--- config.mk ---
export PLATFORM = sky130hd
export DESIGN_NAME = program_store
export DESIGN_NICKNAME = d
export VERILOG_FILES = /design/src/rtl/program_store_pkg.sv /design/src/rtl/program_store_byte_assembler.sv /design/src/rtl/program_store.sv
export SDC_FILE = /design/constraint.sdc
export NUM_CORES = 1
export LEC_CHECK = 0
export ABC_AREA = 1
export BUFFER_PORTS_ARGS = -buffer_cell sky130_fd_sc_hd__buf_2
export CAP_MARGIN = 5
export CORE_MARGIN = 2
export CORE_UTILIZATION = 59
export CTS_BUF_LIST = sky130_fd_sc_hd__clkbuf_8
export CTS_CLUSTER_DIAMETER = 60
export DETAILED_ROUTE_END_ITERATION = 12
export GPL_TIMING_DRIVEN = 0
export MAX_ROUTING_LAYER = met4
export PLACE_DENSITY = 0.78
export SLEW_MARGIN = 5
export SYNTH_ARGS = -nofsm -noshare
export SYNTH_HDL_FRONTEND = slang
export SYNTH_SLANG_ARGS = --single-unit
--- constraint.sdc ---
create_clock -name i_clk -period 3 [get_ports i_clk]
set_input_delay 0.3 -clock i_clk [delete_from_list [all_inputs] [get_ports i_clk]]
set_output_delay 0.3 -clock i_clk [all_outputs]
set_load 0.005 [all_outputs]
--- src/rtl/program_store_pkg.sv ---
// Shared types, constants and helpers for the program_store instruction memory.
package program_store_pkg;

    typedef enum logic [1:0] {
        ST_IDLE = 2'd0,
        ST_LOAD = 2'd1,
        ST_DONE = 2'd2
    } state_e;

    // Default program: load 10 into r6, then keep emitting r6.
    localparam logic [15:0] OPC_ADDI_R6_10 = 16'h1C0A;
    localparam logic [15:0] OPC_OUT_R6     = 16'hFC00;

    // Number of load-stream bytes that make up one instruction word.
    function automatic int bytes_per_word(input int data_w);
        return data_w / 8;
    endfunction

endpackage

--- src/rtl/program_store_byte_assembler.sv ---
// Collects big-endian bytes into one instruction word; flags the word on its last byte.
module program_store_byte_assembler
    import program_store_pkg::*;
#(
    parameter int DATA_W = 16
) (
    input  logic              i_clk,
    input  logic              i_rst,
    input  logic              i_clear,
    input  logic [7:0]        i_byte,
    input  logic              i_byte_valid,
    output logic [DATA_W-1:0] o_word,
    output logic              o_word_valid
);

    localparam int BPW   = bytes_per_word(DATA_W);
    localparam int IDX_W = (BPW > 1) ? $clog2(BPW) : 1;

    logic [IDX_W-1:0] r_idx;
    logic             w_last;

    assign w_last       = (r_idx == IDX_W'(BPW - 1));
    // The word is complete on the same edge its final byte is accepted.
    assign o_word_valid = i_byte_valid && w_last;

    // Byte index within the word being assembled.
    always_ff @(posedge i_clk) begin
        if (i_rst || i_clear) begin
            r_idx <= '0;
        end else if (i_byte_valid) begin
            r_idx <= w_last ? '0 : (r_idx + IDX_W'(1));
        end else begin
            r_idx <= r_idx;
        end
    end

    generate
        if (BPW == 1) begin : g_single
            assign o_word = i_byte;
        end else begin : g_multi
            // Earlier bytes of the word; the first byte ends up in the top lane.
            logic [DATA_W-9:0] r_shift;

            assign o_word = {r_shift, i_byte};

            // Shift each accepted byte in from the bottom.
            always_ff @(posedge i_clk) begin
                if (i_rst || i_clear) begin
                    r_shift <= '0;
                end else if (i_byte_valid) begin
                    r_shift <= o_word[DATA_W-9:0];
                end else begin
                    r_shift <= r_shift;
                end
            end
        end
    endgenerate

endmodule

--- src/rtl/program_store.sv ---
// Field-loadable instruction memory: registered fetch port plus byte-stream reload FSM.
module program_store
    import program_store_pkg::*;
#(
    parameter int    DATA_W    = 16,
    parameter int    ADDR_W    = 3,
    parameter string INIT_FILE = ""
) (
    input  logic              i_clk,
    input  logic              i_rst,
    input  logic              i_fetch_en,
    input  logic [ADDR_W-1:0] i_fetch_addr,
    output logic [DATA_W-1:0] o_instruction,
    output logic              o_inst_valid,
    input  logic              i_load_start,
    input  logic [7:0]        i_load_byte,
    input  logic              i_load_byte_valid,
    output logic              o_load_byte_ready,
    output logic              o_load_busy,
    output logic              o_load_done,
    output logic [ADDR_W:0]   o_load_count
);

    localparam int DEPTH = 1 << ADDR_W;

    logic [DATA_W-1:0] r_mem [DEPTH];

    state_e            r_state;
    state_e            w_state_next;
    logic [ADDR_W-1:0] r_ptr;
    logic [ADDR_W:0]   r_count;
    logic [DATA_W-1:0] r_instruction;
    logic              r_inst_valid;

    logic              w_start;
    logic              w_accept;
    logic [DATA_W-1:0] w_word;
    logic              w_word_valid;

    // Power-up image: the built-in default program.
    initial begin
        for (int i = 0; i < DEPTH; i++) begin
            if (DATA_W == 16) begin
                r_mem[i] = (i == 0) ? DATA_W'(OPC_ADDI_R6_10) : DATA_W'(OPC_OUT_R6);
            end else begin
                r_mem[i] = '0;
            end
        end
    end

    assign w_start  = (r_state == ST_IDLE) && i_load_start;
    // Reset wins over a byte arriving on the same edge, so no half-aborted write.
    assign w_accept = i_load_byte_valid && (r_state == ST_LOAD) && !i_rst;

    program_store_byte_assembler #(
        .DATA_W (DATA_W)
    ) u_asm (
        .i_clk        (i_clk),
        .i_rst        (i_rst),
        .i_clear      (w_start),
        .i_byte       (i_load_byte),
        .i_byte_valid (w_accept),
        .o_word       (w_word),
        .o_word_valid (w_word_valid)
    );

    // Next-state decode for the reload sequencer.
    always_comb begin
        w_state_next = r_state;
        case (r_state)
            ST_IDLE: begin
                if (i_load_start) begin
                    w_state_next = ST_LOAD;
                end else begin
                    w_state_next = ST_IDLE;
                end
            end
            ST_LOAD: begin
                if (w_word_valid && (r_ptr == {ADDR_W{1'b1}})) begin
                    w_state_next = ST_DONE;
                end else begin
                    w_state_next = ST_LOAD;
                end
            end
            ST_DONE: w_state_next = ST_IDLE;
            default: w_state_next = ST_IDLE;
        endcase
    end

    // State register, write pointer and reload word counter.
    always_ff @(posedge i_clk) begin
        if (i_rst) begin
            r_state <= ST_IDLE;
            r_ptr   <= '0;
            r_count <= '0;
        end else begin
            r_state <= w_state_next;
            if (w_start) begin
                r_ptr   <= '0;
                r_count <= '0;
            end else if (w_word_valid) begin
                r_ptr   <= r_ptr + ADDR_W'(1);
                r_count <= r_count + (ADDR_W + 1)'(1);
            end else begin
                r_ptr   <= r_ptr;
                r_count <= r_count;
            end
        end
    end

    // Memory write port; the array itself is never reset.
    always_ff @(posedge i_clk) begin
        if (w_word_valid) begin
            r_mem[r_ptr] <= w_word;
        end
    end

    // Registered fetch; blocked while a reload is rewriting the array.
    always_ff @(posedge i_clk) begin
        if (i_rst) begin
            r_instruction <= '0;
            r_inst_valid  <= 1'b0;
        end else if (i_fetch_en && (r_state != ST_LOAD)) begin
            r_instruction <= r_mem[i_fetch_addr];
            r_inst_valid  <= 1'b1;
        end else begin
            r_instruction <= r_instruction;
            r_inst_valid  <= 1'b0;
        end
    end

    assign o_instruction     = r_instruction;
    assign o_inst_valid      = r_inst_valid;
    assign o_load_byte_ready = (r_state == ST_LOAD);
    assign o_load_busy       = (r_state == ST_LOAD);
    assign o_load_done       = (r_state == ST_DONE);
    assign o_load_count      = r_count;

endmodule

* After elaboration in Yosys (flattened, before gate mapping)
Memory sizes are Yosys's and may differ from the RTL's. A register that Yosys moved wholly into a read port is not among the register bits.
Cells that the tools add are included.
W data, S select, Z words.
** Storage, ports and cells
- Bits in registers :: 19
- Memory bits (writable) :: 128
- Bits of input ports :: 16
- Output and inout port bits :: 24
- Logic and storage cells :: 31
- Memories :: 1
** Memory list
- r_mem :: words 8, width 16, read ports 1, clocked after memory_dff 1, wr ports 1, line program_store.sv:26 : logic [DATA_W-1:0] r_mem [DEPTH];
** Operators by class
- Add/sub/neg operators :: 3
- Equal/unequal tests :: 4
- Mux-type cells :: 7
- Reduce and logical (&&, ||, !) cells :: 10
** Operators by type and width (number)
- $logic_and A1 B1 Y1 :: 6
- $mux W1 :: 5
- $add A4 B1 Y4 const B :: 1
- $pmux W2 S2 :: 1
- $add A3 B1 Y3 const B :: 1
- $eq A3 B3 Y1 const B :: 1
- $eq A2 B1 Y1 const B :: 1
- $eq A2 B2 Y1 const B :: 1
- $logic_not A2 Y1 :: 1
- $mux W2 :: 1
- $ne A2 B1 Y1 const B :: 1
- $reduce_or A2 Y1 :: 1
- $add A1 B1 Y1 const B :: 1
- $logic_not A1 Y1 :: 1
- $logic_or A1 B1 Y1 :: 1

* Longest topological paths before layout
- Word-level depth :: 7
- Mapped depth :: 8
- Gate-level depth less buffers :: 7

* Cells and area by module
A second synthesis with hierarchy kept.
** Unflattened totals
- Cell total of the unflattened synthesis :: 696
- Area, all modules :: 6975.4 um2
** By module, submodules not included
- program_store :: instances 1, cells each 631, area an instance 6480.0 um2, seq. area each 4364.2 um2
- program_store_byte_assembler :: instances 1, cells each 65, area an instance 495.5 um2, seq. area each 180.2 um2

* Worst setup path before layout
OpenSTA, ideal clock, no wires.
- Kind :: reg2reg
- From :: register r_state[0]
- To :: memory r_mem[6][0] (enable)
- Setup time :: 0.409 ns
- Arrival time :: 2.079 ns
- Required time :: 2.591 ns
- Path slack :: 0.512 ns
- Stages on the path, launching flop included :: 8
- Buffers on the path :: 1
- Clock period less this slack :: 2.488 ns
- Cells stage by stage :: dfxtp_1 > inv_2 > nor2_4 > nand2_4 > nor3_4 > buf_6 > nand2_4 > nor3_1
** On the way
- Cells in the longest elaborated chain, start to end :: 6
** RTL lines
- from (decl) :: line program_store.sv:28 : state_e r_state;
- from (signal assigned) :: line program_store.sv:97 : r_state <= w_state_next;
- $eq A2 B1 Y1
- via o_load_busy :: line program_store.sv:19 : output logic o_load_busy,
- $logic_and A1 B1 Y1 (2 in a row) :: line program_store.sv:53 : assign w_accept = i_load_byte_valid && (r_state == ST_LOAD) && !i_rst;
- $logic_and A1 B1 Y1 :: line program_store_byte_assembler.sv:24 : assign o_word_valid = i_byte_valid && w_last;
- $mux W1 :: line program_store.sv:113 : if (w_word_valid) begin
- $mux W1 (not written as such) :: line program_store.sv:114 : r_mem[r_ptr] <= w_word;
- to (decl) :: line program_store.sv:26
The timed path passes the listed nets, and every way through them passes these cells.

* Final worst setup path
- From :: register r_state[0]
- To :: memory r_mem[7][11] (enable)
** On the way
- Cells in the longest elaborated chain, start to end :: 6
** RTL lines (line)
- $eq A2 B1 Y1 :: program_store.sv:53
- $logic_and A1 B1 Y1 (2 in a row) :: program_store.sv:53
- $logic_and A1 B1 Y1 :: program_store_byte_assembler.sv:24
- $mux W1 :: program_store.sv:113
- $mux W1 (not written as such) :: program_store.sv:114
Every way passes these cells.

==> qor.yml <==
critical_path:
  criticalPathCategory: "reg2reg"
  crit_chain: "inv_2, nor2_4, nand2_4, nor3_4, buf_6, nand2_4, nor3_2, buf_4"
  crit_family: "simple AND/OR/NAND/NOR gates"
  required_ps: 3130
  crit_path_start: "r_state[0]$_SDFF_PP0_"
  crit_path_end_kind: "flop"
  critPathMaxFanout: 10
  path_common_cell: "nand2_4"
  reg2reg_from: "r_state[0]$_SDFF_PP0_"
  slowest_delay_ps: 650
  worst_ep_arrival_time_ps: 2490
  worst-path-buf-inv: 3
  cp-start-kind: "flop"
  cp_slowest_cell: "nor3_2"
sta:
  fin_crit_sh: 0.7849
  tightest_slew_ps: 895.9
  final_max_slew_viol_count: 0
  final_hold_viol_count: 0
  finalCriticalPeriod_ps: 2355
  rsz0062_at_grt: "no"
  setup_violations: 0
  worst_slack_ps: 645.3
  clock_skew_ps: 10.23
  clock.fmax_mhz: 424.7
  slew_headroom: 0.3995
synth:
  synthCells: 667
  synth.top_cell.area_share: 0.5680
  syn_avg_cell_area_sq_um: 10.14
  yosysWarnings: 0
  synth_area_sq_mm: 0.006766
  yosysTopAreaCell: "edfxtp_1"
  synth.distinct_cells: 23
  synth_area_leaders: "edfxtp_1 57%, nand2_1 11%, dfxtp_1 10%, nand3_1 7.2%, inv_1 6.0%"
  ys_ff_latch: 163
  syn-num-nets: 686
  yosysSeqAreaShare: 0.6716
pwr:
  leakagePower_nw: 3.344
  peakVddDrop_v: 0.0004464
  power.density_mw_per_mm2: 548.4
  power_w: 0.004187
floorplan:
  die_width_um: 111.1
  die_h_um: 111.1
  start_util: 0.5977
  coreArea_sq_mm: 0.01132
  die-area_sq_mm: 0.01234
  num_io_pins: 40
  num_rows: 39
worst_hold_path:
  hold_path_class: "in2reg"
  min_from: "i_load_byte[4]"
place:
  dpl.hpwl_mm: 10.63
  place.gp.congestion: 0.8453
  port_buffers: 37
  pre_cts_ws_ps: 642.5
global_route:
  antenna_found_initial: 0
  track_usage: 0.2726
  grt_overflow_total: 0
  grt_pass1_vias: 4791
  grt_first_pass_wirelength_mm: 24.69
  grt_start_max_net_pins: 17
routing:
  post_drt_wl_per_cell_um: 17.60
  via_count: 4910
  routed_via_density: 5.529
  drcViolationCount: 0
  totalWireLength_mm: 15.63
  first_pass_iters: 6
  ant_nets: 0
  drtIter0Drc: 557
final_layout:
  diodes: 0
  areaGrowthSynthToFinish_pct: 12.85
  num-fill-cells: 835
  drive_gt1_frac: 0.1597
  fin_util: 0.6745
  seq_area_sq_mm: 0.004544
  multi_input_area_sq_mm: 0.001669
  nNetsFinal: 751
clocking:
  cts_max_level: 4
  post_cts_buffers: 0
  ctsHoldBuffers: 0
  clkTransAtPathRegs_ps: 80
  cts_buffer_depth: 2
  ctsResizeCount: 0
  tritoncts: "yes"
  clk_latency_ps: 440
  cts_num_sinks: 163
  cts-root-buf: "clkbuf_8"
  cts_buffers: 17
status:
  status: "complete, no violations"
job:
  drv_cap: 0
-- metal layers --
| layer | vias up | part of all wire | global-route usage |
|---|---|---|---|
| li1 | 2286 | - | - |
| met1 | 2280 | 0.37 | 0.3469 |
| met2 | 315 | 0.50 | 0.4442 |
| met3 | 29 | 0.11 | 0.05905 |
| met4 | 0 | 0.018 | 0.08642 |
| met5 | - | 0 | - |
-- through the flow --
stage	cells	hold WS, ps	area, sq um	TNS, ps
after floorplan	667	398.9	6766	0
after global placement	847	452.8	7131	-42860
after detailed placement	856	455.8	7267	0
after CTS	888	124.8	7636	0
after global routing	888	143.4	7636	0
final	888	146.5	7636	0
-- final timing paths --
kind	to	slack [ps]	depth (start not counted)
min	r_mem[3][4]$_DFFE_PP_	150	1
max reg2reg	r_mem[7][11]$_DFFE_PP_	650	8
min reg2reg	o_instruction[6]$_SDFFE_PP0P_	460	2
max	r_mem[7][11]$_DFFE_PP_	650	8
-- cells in the mapped netlist --
master	n
a211oi_1	1
nand2_1	193
xnor2_1	1
a21oi_2	1
nor2_1	20
nand3_1	98
inv_2	3
nor3_1	14
nor3_4	1
buf_2	17
inv_1	108
buf_4	7
nor2_4	1
clkbuf_1	6
edfxtp_1	128
dfxtp_1	35
ha_1	3
nor2_8	1
a21oi_1	23
nor2_2	1
xor2_1	1
nand2_4	3
buf_6	1
-- layout by cell type, fill, tap and decap left out --
cell type and instances:
a211oi_1 1, a21oi_1 23, a21oi_2 1, buf_2 54
buf_4 9, buf_6 6, buf_8 2, bufinv_16 1
clkbuf_1 6, clkbuf_8 20, clkinv_2 3, clkinvlp_4 5
dfxtp_1 35, edfxtp_1 128, ha_1 3, inv_1 111
inv_2 3, nand2_1 193, nand2_4 3, nand3_1 98
nor2_1 18, nor2_2 3, nor2_4 1, nor2_8 1
nor3_1 8, nor3_2 6, nor3_4 1, xnor2_1 1
xor2_1 1
-- cells by family (layout without fill, tap and decap cells) --
| kind of cell | after synthesis | count (layout) | share of synthesized area |
|---|---|---|---|
| flip-flops | 163 | 163 | 0.6716 |
| AND/OR/NAND/NOR | 332 | 332 | 0.2139 |
| buffers and inverters | 142 | 220 | 0.08691 |
| AO/OA/AOI/OAI | 25 | 25 | 0.01942 |
| adder cells (fa/ha/maj) | 3 | 3 | 0.005548 |
| XOR/XNOR | 2 | 2 | 0.002589 |
-- where the power goes --
part	switching [W]	internal (W)	leakage [nW]	total, W
registers	0.0000158	0.00244	1.37	0.00246
logic	0.000183	0.0000856	1.79	0.000269
clock network	0.000754	0.000707	0.186	0.00146
total	0.000953	0.00323	3.34	0.00419
-- registers in the layout, summed over array words and instances, names as in the netlist --
| register | count |
|---|---|
| o_instruction | 16 |
| r_state | 2 |
| u_asm.g_multi.r_shift | 8 |
| o_inst_valid | 1 |
| r_mem | 128 |
| u_asm.r_idx | 1 |
| r_ptr | 3 |
| o_load_count | 4 |
-- area by class of cell --
cell class                 instances  share of cell area
clock buffer                      20             0.03605
multi-input combinational        362              0.2186
clock inverter                    12             0.01229
sequential                       163              0.5951
buffer                            31             0.02245
tap                              143             0.02343
inverter                         111             0.05456
timing repair buffer              46             0.03752
Power figures use the tool's default switching activity.
